<file path="config.mk">
export PLATFORM = sky130hd
export DESIGN_NAME = ccd_line_formatter
export DESIGN_NICKNAME = d
export VERILOG_FILES = /design/src/rtl/ccd_fmt_pkg.sv /design/src/rtl/ccd_fmt_fifo.sv /design/src/rtl/ccd_line_formatter.sv
export SDC_FILE = /design/constraint.sdc
export NUM_CORES = 1
export LEC_CHECK = 0
export ABC_AREA = 1
export CORE_MARGIN = 1.5
export CORE_UTILIZATION = 30
export CTS_BUF_LIST = sky130_fd_sc_hd__clkbuf_16
export DETAILED_ROUTE_END_ITERATION = 7
export HOLD_SLACK_MARGIN = 0.05
export PLACE_DENSITY = 0.51
export SYNTH_ARGS = -nofsm -noshare
export SYNTH_HDL_FRONTEND = slang
export SYNTH_SLANG_ARGS = --single-unit
</file>
<file path="constraint.sdc">
create_clock -name sys_clk -period 8.7 [get_ports sys_clk]
set_input_delay 2.175 -clock sys_clk [delete_from_list [all_inputs] [get_ports sys_clk]]
set_output_delay 2.175 -clock sys_clk [all_outputs]
set_load 0.005 [all_outputs]
</file>
<file path="src/rtl/ccd_fmt_pkg.sv">
// Shared definitions for the CCD line formatter: parameter defaults, the
// line-sequencing FSM state type and the FIFO word layout {tuser, tlast, data}.
package ccd_fmt_pkg;

    localparam int DEF_D_WIDTH   = 12;
    localparam int DEF_SAMP_NUM  = 2088;
    localparam int DEF_OB_START  = 16;
    localparam int DEF_OB_LOG2   = 3;
    localparam int DEF_ACT_START = 32;
    localparam int DEF_ACT_LEN   = 2048;
    localparam int DEF_FIFO_LOG2 = 4;

    typedef enum logic [2:0] {
        ST_IDLE,
        ST_WAIT_LINE,
        ST_DARK,
        ST_ACTIVE,
        ST_TAIL
    } fmt_state_t;

    // FIFO word is {tuser, tlast, data[d_width-1:0]}.
    function automatic int word_width(input int d_width);
        return d_width + 2;
    endfunction

    function automatic int tlast_bit(input int d_width);
        return d_width;
    endfunction

    function automatic int tuser_bit(input int d_width);
        return d_width + 1;
    endfunction

endpackage

</file>
<file path="src/rtl/ccd_fmt_fifo.sv">
// Synchronous first-word-fall-through FIFO: the head word is always visible
// on rd_data while empty is low. Writes while full and reads while empty
// are ignored.
module ccd_fmt_fifo #(
    parameter int WIDTH = 14,
    parameter int LOG2  = 4
) (
    input  logic             clk,
    input  logic             rst,
    input  logic             wr_en,
    input  logic [WIDTH-1:0] wr_data,
    input  logic             rd_en,
    output logic [WIDTH-1:0] rd_data,
    output logic             full,
    output logic             empty
);

    localparam int DEPTH = 1 << LOG2;

    logic [WIDTH-1:0] mem [DEPTH];
    logic [LOG2:0]    wr_ptr;
    logic [LOG2:0]    rd_ptr;
    logic             do_wr;
    logic             do_rd;

    // Extra pointer MSB distinguishes full from empty when the indices match.
    assign empty   = (wr_ptr == rd_ptr);
    assign full    = (wr_ptr[LOG2] != rd_ptr[LOG2]) &&
                     (wr_ptr[LOG2-1:0] == rd_ptr[LOG2-1:0]);
    assign do_wr   = wr_en && !full;
    assign do_rd   = rd_en && !empty;
    assign rd_data = mem[rd_ptr[LOG2-1:0]];

    // Read/write pointer advance.
    // NOTE: non-blocking assignments make every flop sample pre-edge values,
    // independent of statement order inside or across blocks.
    always_ff @(posedge clk or posedge rst) begin
        if (rst) begin
            wr_ptr <= '0;
            rd_ptr <= '0;
        end else begin
            if (do_wr) wr_ptr <= wr_ptr + 1'b1;
            if (do_rd) rd_ptr <= rd_ptr + 1'b1;
        end
    end

    // Storage write.
    // NOTE: the array is deliberately not reset; the pointers alone define
    // which entries are valid, so it can map onto plain RAM/LUT storage.
    always_ff @(posedge clk) begin
        if (do_wr) mem[wr_ptr[LOG2-1:0]] <= wr_data;
    end

endmodule

</file>
<file path="src/rtl/ccd_line_formatter.sv">
// CCD line formatter: detects line starts on sh, measures the optical-black
// dark level of each line, subtracts it from the active pixels and streams
// them out over AXI-Stream through a small FWFT FIFO.
module ccd_line_formatter
    import ccd_fmt_pkg::*;
#(
    parameter int D_WIDTH   = DEF_D_WIDTH,
    parameter int SAMP_NUM  = DEF_SAMP_NUM,
    parameter int OB_START  = DEF_OB_START,
    parameter int OB_LOG2   = DEF_OB_LOG2,
    parameter int ACT_START = DEF_ACT_START,
    parameter int ACT_LEN   = DEF_ACT_LEN,
    parameter int FIFO_LOG2 = DEF_FIFO_LOG2
) (
    input  logic               sys_clk,
    input  logic               sys_rst,
    input  logic               en,
    input  logic               clr_flags,
    input  logic               sh,
    input  logic [D_WIDTH-1:0] s_tdata,
    input  logic               s_tvalid,
    output logic [D_WIDTH-1:0] m_axis_tdata,
    output logic               m_axis_tvalid,
    input  logic               m_axis_tready,
    output logic               m_axis_tlast,
    output logic               m_axis_tuser,
    output logic [D_WIDTH-1:0] dark_level,
    output logic [15:0]        line_cnt,
    output logic               ovf_flag,
    output logic               short_flag
);

    localparam int IDX_W  = $clog2(SAMP_NUM);
    localparam int ACC_W  = D_WIDTH + OB_LOG2;
    localparam int WORD_W = word_width(D_WIDTH);

    localparam logic [IDX_W-1:0] IDX_MAX   = IDX_W'(SAMP_NUM - 1);
    localparam logic [IDX_W-1:0] OB_FIRST  = IDX_W'(OB_START);
    localparam logic [IDX_W-1:0] OB_END    = IDX_W'(OB_START + (1 << OB_LOG2));
    localparam logic [IDX_W-1:0] DARK_LAST = IDX_W'(ACT_START - 1);
    localparam logic [IDX_W-1:0] ACT_FIRST = IDX_W'(ACT_START);
    localparam logic [IDX_W-1:0] ACT_LAST  = IDX_W'(ACT_START + ACT_LEN - 1);

    fmt_state_t         state, state_nxt;
    logic               sh_q, sh_q_d, sh_rise;
    logic [IDX_W-1:0]   pix_cnt;
    logic [ACC_W-1:0]   acc, acc_sum, acc_total;
    logic               acc_clr, acc_add, dark_ld, act_take, short_set;
    logic               s1_valid, s1_user, s1_last;
    logic [D_WIDTH-1:0] s1_data;
    logic [D_WIDTH:0]   diff;
    logic [D_WIDTH-1:0] clamped;
    logic [WORD_W-1:0]  wr_word, rd_word;
    logic               fifo_full, fifo_empty, fifo_wr, ovf_set;

    // sh is registered once; its registered copy is compared with its past value.
    always_ff @(posedge sys_clk or posedge sys_rst) begin
        if (sys_rst) begin
            sh_q   <= 1'b0;
            sh_q_d <= 1'b0;
        end else begin
            sh_q   <= sh;
            sh_q_d <= sh_q;
        end
    end
    assign sh_rise = sh_q && !sh_q_d;

    // Sample index: a pixel arriving with the sh edge is index 0 of the new line.
    always_ff @(posedge sys_clk or posedge sys_rst) begin
        if (sys_rst)                          pix_cnt <= '0;
        else if (sh_rise)                     pix_cnt <= s_tvalid ? IDX_W'(1) : '0;
        else if (s_tvalid && pix_cnt != IDX_MAX) pix_cnt <= pix_cnt + 1'b1;
    end

    // FSM state register.
    always_ff @(posedge sys_clk or posedge sys_rst) begin
        if (sys_rst) state <= ST_IDLE;
        else         state <= state_nxt;
    end

    // Next-state and datapath enables; a line edge outranks the pixel in that cycle.
    // NOTE: every output gets a default before the case so no path leaves one
    // unassigned, which would otherwise infer a latch.
    always_comb begin
        state_nxt = state;
        acc_clr   = 1'b0;
        acc_add   = 1'b0;
        dark_ld   = 1'b0;
        act_take  = 1'b0;
        short_set = 1'b0;
        case (state)
            ST_IDLE: begin
                if (en) state_nxt = ST_WAIT_LINE;
            end
            ST_WAIT_LINE: begin
                if (sh_rise) begin
                    state_nxt = ST_DARK;
                    acc_clr   = 1'b1;
                end
            end
            ST_DARK: begin
                if (sh_rise) begin
                    acc_clr   = 1'b1;
                    short_set = 1'b1;
                end else if (s_tvalid) begin
                    acc_add = (pix_cnt >= OB_FIRST) && (pix_cnt < OB_END);
                    if (pix_cnt == DARK_LAST) begin
                        dark_ld   = 1'b1;
                        state_nxt = ST_ACTIVE;
                    end
                end
            end
            ST_ACTIVE: begin
                if (sh_rise) begin
                    state_nxt = ST_DARK;
                    acc_clr   = 1'b1;
                    short_set = 1'b1;
                end else if (s_tvalid) begin
                    act_take = 1'b1;
                    if (pix_cnt == ACT_LAST) state_nxt = ST_TAIL;
                end
            end
            ST_TAIL: begin
                if (sh_rise) begin
                    state_nxt = en ? ST_DARK : ST_IDLE;
                    acc_clr   = en;
                end
            end
            default: state_nxt = ST_IDLE;
        endcase
    end

    assign acc_sum   = acc + {{OB_LOG2{1'b0}}, s_tdata};
    assign acc_total = acc_add ? acc_sum : acc;

    // Optical-black accumulation and dark-level capture.
    always_ff @(posedge sys_clk or posedge sys_rst) begin
        if (sys_rst) begin
            acc        <= '0;
            dark_level <= '0;
        end else begin
            if (acc_clr)      acc <= '0;
            else if (acc_add) acc <= acc_sum;
            if (dark_ld)      dark_level <= acc_total[ACC_W-1:OB_LOG2];
        end
    end

    // Stage 1: register the active pixel with its first/last markers.
    always_ff @(posedge sys_clk or posedge sys_rst) begin
        if (sys_rst) begin
            s1_valid <= 1'b0;
            s1_data  <= '0;
            s1_user  <= 1'b0;
            s1_last  <= 1'b0;
        end else begin
            s1_valid <= act_take;
            if (act_take) begin
                s1_data <= s_tdata;
                s1_user <= (pix_cnt == ACT_FIRST);
                s1_last <= (pix_cnt == ACT_LAST);
            end
        end
    end

    // Stage 2: subtract with a borrow bit, clamp to zero, write unless full.
    assign diff    = {1'b0, s1_data} - {1'b0, dark_level};
    assign clamped = diff[D_WIDTH] ? '0 : diff[D_WIDTH-1:0];
    assign wr_word = {s1_user, s1_last, clamped};
    assign fifo_wr = s1_valid && !fifo_full;
    assign ovf_set = s1_valid && fifo_full;

    // Line counter (counts tlast even when dropped) and sticky flags; set beats clear.
    always_ff @(posedge sys_clk or posedge sys_rst) begin
        if (sys_rst) begin
            line_cnt   <= '0;
            ovf_flag   <= 1'b0;
            short_flag <= 1'b0;
        end else begin
            if (s1_valid && s1_last) line_cnt <= line_cnt + 1'b1;
            if (ovf_set)             ovf_flag <= 1'b1;
            else if (clr_flags)      ovf_flag <= 1'b0;
            if (short_set)           short_flag <= 1'b1;
            else if (clr_flags)      short_flag <= 1'b0;
        end
    end

    ccd_fmt_fifo #(
        .WIDTH (WORD_W),
        .LOG2  (FIFO_LOG2)
    ) u_fifo (
        .clk     (sys_clk),
        .rst     (sys_rst),
        .wr_en   (fifo_wr),
        .wr_data (wr_word),
        .rd_en   (m_axis_tready),
        .rd_data (rd_word),
        .full    (fifo_full),
        .empty   (fifo_empty)
    );

    // Gate the head word with empty so reset forces the sideband to 0 at once.
    assign m_axis_tvalid = !fifo_empty;
    assign m_axis_tdata  = fifo_empty ? '0 : rd_word[D_WIDTH-1:0];
    assign m_axis_tlast  = !fifo_empty && rd_word[tlast_bit(D_WIDTH)];
    assign m_axis_tuser  = !fifo_empty && rd_word[tuser_bit(D_WIDTH)];

endmodule

</file>
==> results.yml <==
status:
  status: "complete, no violations"
placed_design:
  dp_hpwl_um: 23400
  routabilityCongestion: 0.821
  portBuffers: 63
  post-place-ws_ns: 3.04
  placed_cell_area_um2: 15900
final_layout:
  post-route-util: 0.357
  design_area_um2: 17000
  drive_gt1_frac: 0.0818
  final_nets: 1590
  num_antenna_cells: 0
  mostFrequentLayoutCells: "278 x nand2_1, 249 x nor2_1, 224 x edfxtp_1, 167 x o21ai_0, 119 x inv_1"
  layout_commonest_cell: "nand2_1"
  fill_cells: 4781
  syn2layout_area_growth_pct: 17.2
synth:
  syn_inst: 1461
  synth_edf_count: 224
  syn-num-nets: 1514
  syn_area_um2: 14500
  ys_seq_elements: 311
  synthDistinctLibCells: 42
  ys.flop_type: "edfxtp_1"
  synth_warnings: 0
  syn_area_per_cell_um2: 9.96
  yosysSeqAreaShare: 0.612
  synthArstFlopShare: 0.280
setup_path:
  required_ns: 6.53
  path_class: "flop to output pin"
  worst-path-max-fanout: 66
  max_stage_delay_ns: 0.78
  crit_path_end_kind: "output pin"
  cp.arrival_ns: 4.00
  cp_cell_sequence: "inv_2 -> buf_4 -> o21ai_0 -> o211ai_1 -> nand3_1 -> a31oi_1 -> clkdlybuf4s50_1"
  cp_num_buf_inv: 3
  crit_family: "buffers and inverters"
  start_kind: "flop"
  cpMaxStageDelayCell: "inv_2"
route:
  num_vias: 10400
  first_pass_iters: 4
  drtIter0Drc: 589
  routed_wl_um: 36700
  drt-met1-wl_um: 17100
  routed.top_layer: "met4"
  postRouteAntennaNets: 0
  met3_length_um: 1660
  wire_per_inst_um: 16.8
  viasPerCell: 4.75
  drc_errors: 0
  wl_met2_um: 17000
die:
  core_um2: 47700
  fp.dieArea_um2: 49800
  fp-row-count: 80
  die_y_um: 223
  dieWidth_um: 223
  initial_core_util: 0.305
  io_pins: 64
clocking:
  cts_root_buffer: "clkbuf_16"
  clkLatencyLatePin_ns: 0.57
  cts_hold_buf: 0
  cts_tree: "done"
  cts_made_buffers: 36
  cts.path.max_buffers: 3
  htree_levels: 2
  cts_setup_buffers: 0
  post_cts_resized: 0
  clk_pin_slew_ns: 0.06
  cts.sinks: 311
timing:
  tns_ns: 0
  hold_viol: 0
  fin_crit_sh: 0.710
  period_needed_ns: 6.18
  setup_violations: 0
  setup_slack_ns: 2.52
  worstMarginPinSlew_ns: 1.01
  rsz0062_at_grt: "false"
  slew_viol_final: 0
  finClkSkew_ns: 0.0379
  slew_headroom: 0.325
  fmax_mhz: 162
grt:
  antenna_found_initial: 0
  grtUsageTotal: 0.149
  grt_max_degree: 97
  grt_pass1_wl_um: 57700
  grt_pass1_vias: 10100
  gr-total-overflow: 0
power:
  ir_drop_mv: 0.157
  power_density_nw_per_um2: 317
  p_leak_nw: 6.77
  power_mw: 5.41
min_path:
  hold_class: "flop to flop"
flow_run:
  drv_cap: 0
## Yosys cell counts (5+ instances only)
master	n	area [um^2]
nand2_1	278	1040
nor2_1	249	935
edfxtp_1	224	6730
o21ai_0	167	836
inv_1	115	432
dfrtp_1	87	2180
nand3_1	61	305
ha_1	32	400
a21oi_1	31	155
xor2_1	31	272
o211ai_1	28	210
buf_2	19	95.1
clkbuf_1	17	63.8
xnor2_1	12	105
o21ai_1	11	55.1
nor3_1	10	50.1
a31oi_1	9	56.3
buf_4	9	67.6
nand4_1	9	56.3
inv_2	8	30.0
or2_2	8	50.1
buf_6	6	67.6
nand2_2	5	31.3
nor2_2	5	31.3
## power by group
group	internal (mW)	total, mW	switching, mW
Combinational	0.606	1.83	1.22
Sequential	1.97	2.09	0.111
Clock	0.858	1.49	0.636
Total	3.44	5.41	1.97
## layout make-up
| cell class | instances | area [um^2] | share of cell area |
|---|---|---|---|
| clock buffers | 36 | 901 | 0.0528 |
| clock inverters | 29 | 274 | 0.0161 |
| inverters | 123 | 464 | 0.0272 |
| multi-input cells | 974 | 4890 | 0.287 |
| flip-flops and latches | 311 | 8910 | 0.523 |
| well taps | 615 | 769 | 0.0451 |
| repair buffers | 91 | 841 | 0.0493 |
## final timing paths
path | from | endpoint | slack, ns | depth (start not counted)
max | u_fifo.rd_ptr[0] | m_axis_tdata[5] | 2.52 | 7
min | sh_q | sh_q_d | 0.40 | 0
max reg2reg | u_fifo.rd_ptr[0] | u_fifo.mem[14][12] | 5.52 | 8
min reg2reg | sh_q | sh_q_d | 0.40 | 0
max in group asynchronous | sys_rst | u_fifo.rd_ptr[0] | 5.54 | 3
min in group asynchronous | sys_rst | dark_level[5] | 1.98 | 2
## kinds of logic (layout without fill, tap and decap cells)
kind of cell / count (synthesis) / after routing / synth area share
simple gates: 644 / 644 / 0.185
xor+xnor: 43 / 43 / 0.0259
fa+ha+maj: 34 / 34 / 0.0303
buf+inv: 176 / 279 / 0.0525
flops: 311 / 311 / 0.612
compound gates: 253 / 253 / 0.0942
## metrics by stage
step / hold slack (ns) / std cells
global placement: 0.378 / 2114
detailed placement: 0.392 / 2114
global route: 0.413 / 2179
floorplan: 0.372 / 1461
finish: 0.400 / 2179
CTS: 0.405 / 2179
## flip-flops by register name, indices dropped and copies added, names as in the netlist, 5 cells and up
| register | count |
|---|---|
| acc | 15 |
| dark_level | 12 |
| line_cnt | 16 |
| pix_cnt | 12 |
| s1_data | 12 |
| u_fifo.mem | 224 |
| u_fifo.rd_ptr | 5 |
| u_fifo.wr_ptr | 5 |
## per-layer routing
| layer | global-route usage | vias to the layer above |
|---|---|---|
| met5 | 0 | - |
| met4 | 0.0450 | 0 |
| met3 | 0.0296 | 68 |
| met2 | 0.241 | 194 |
| met1 | 0.202 | 5009 |
| li1 | - | 5084 |
(Power assumes the default switching activity.)
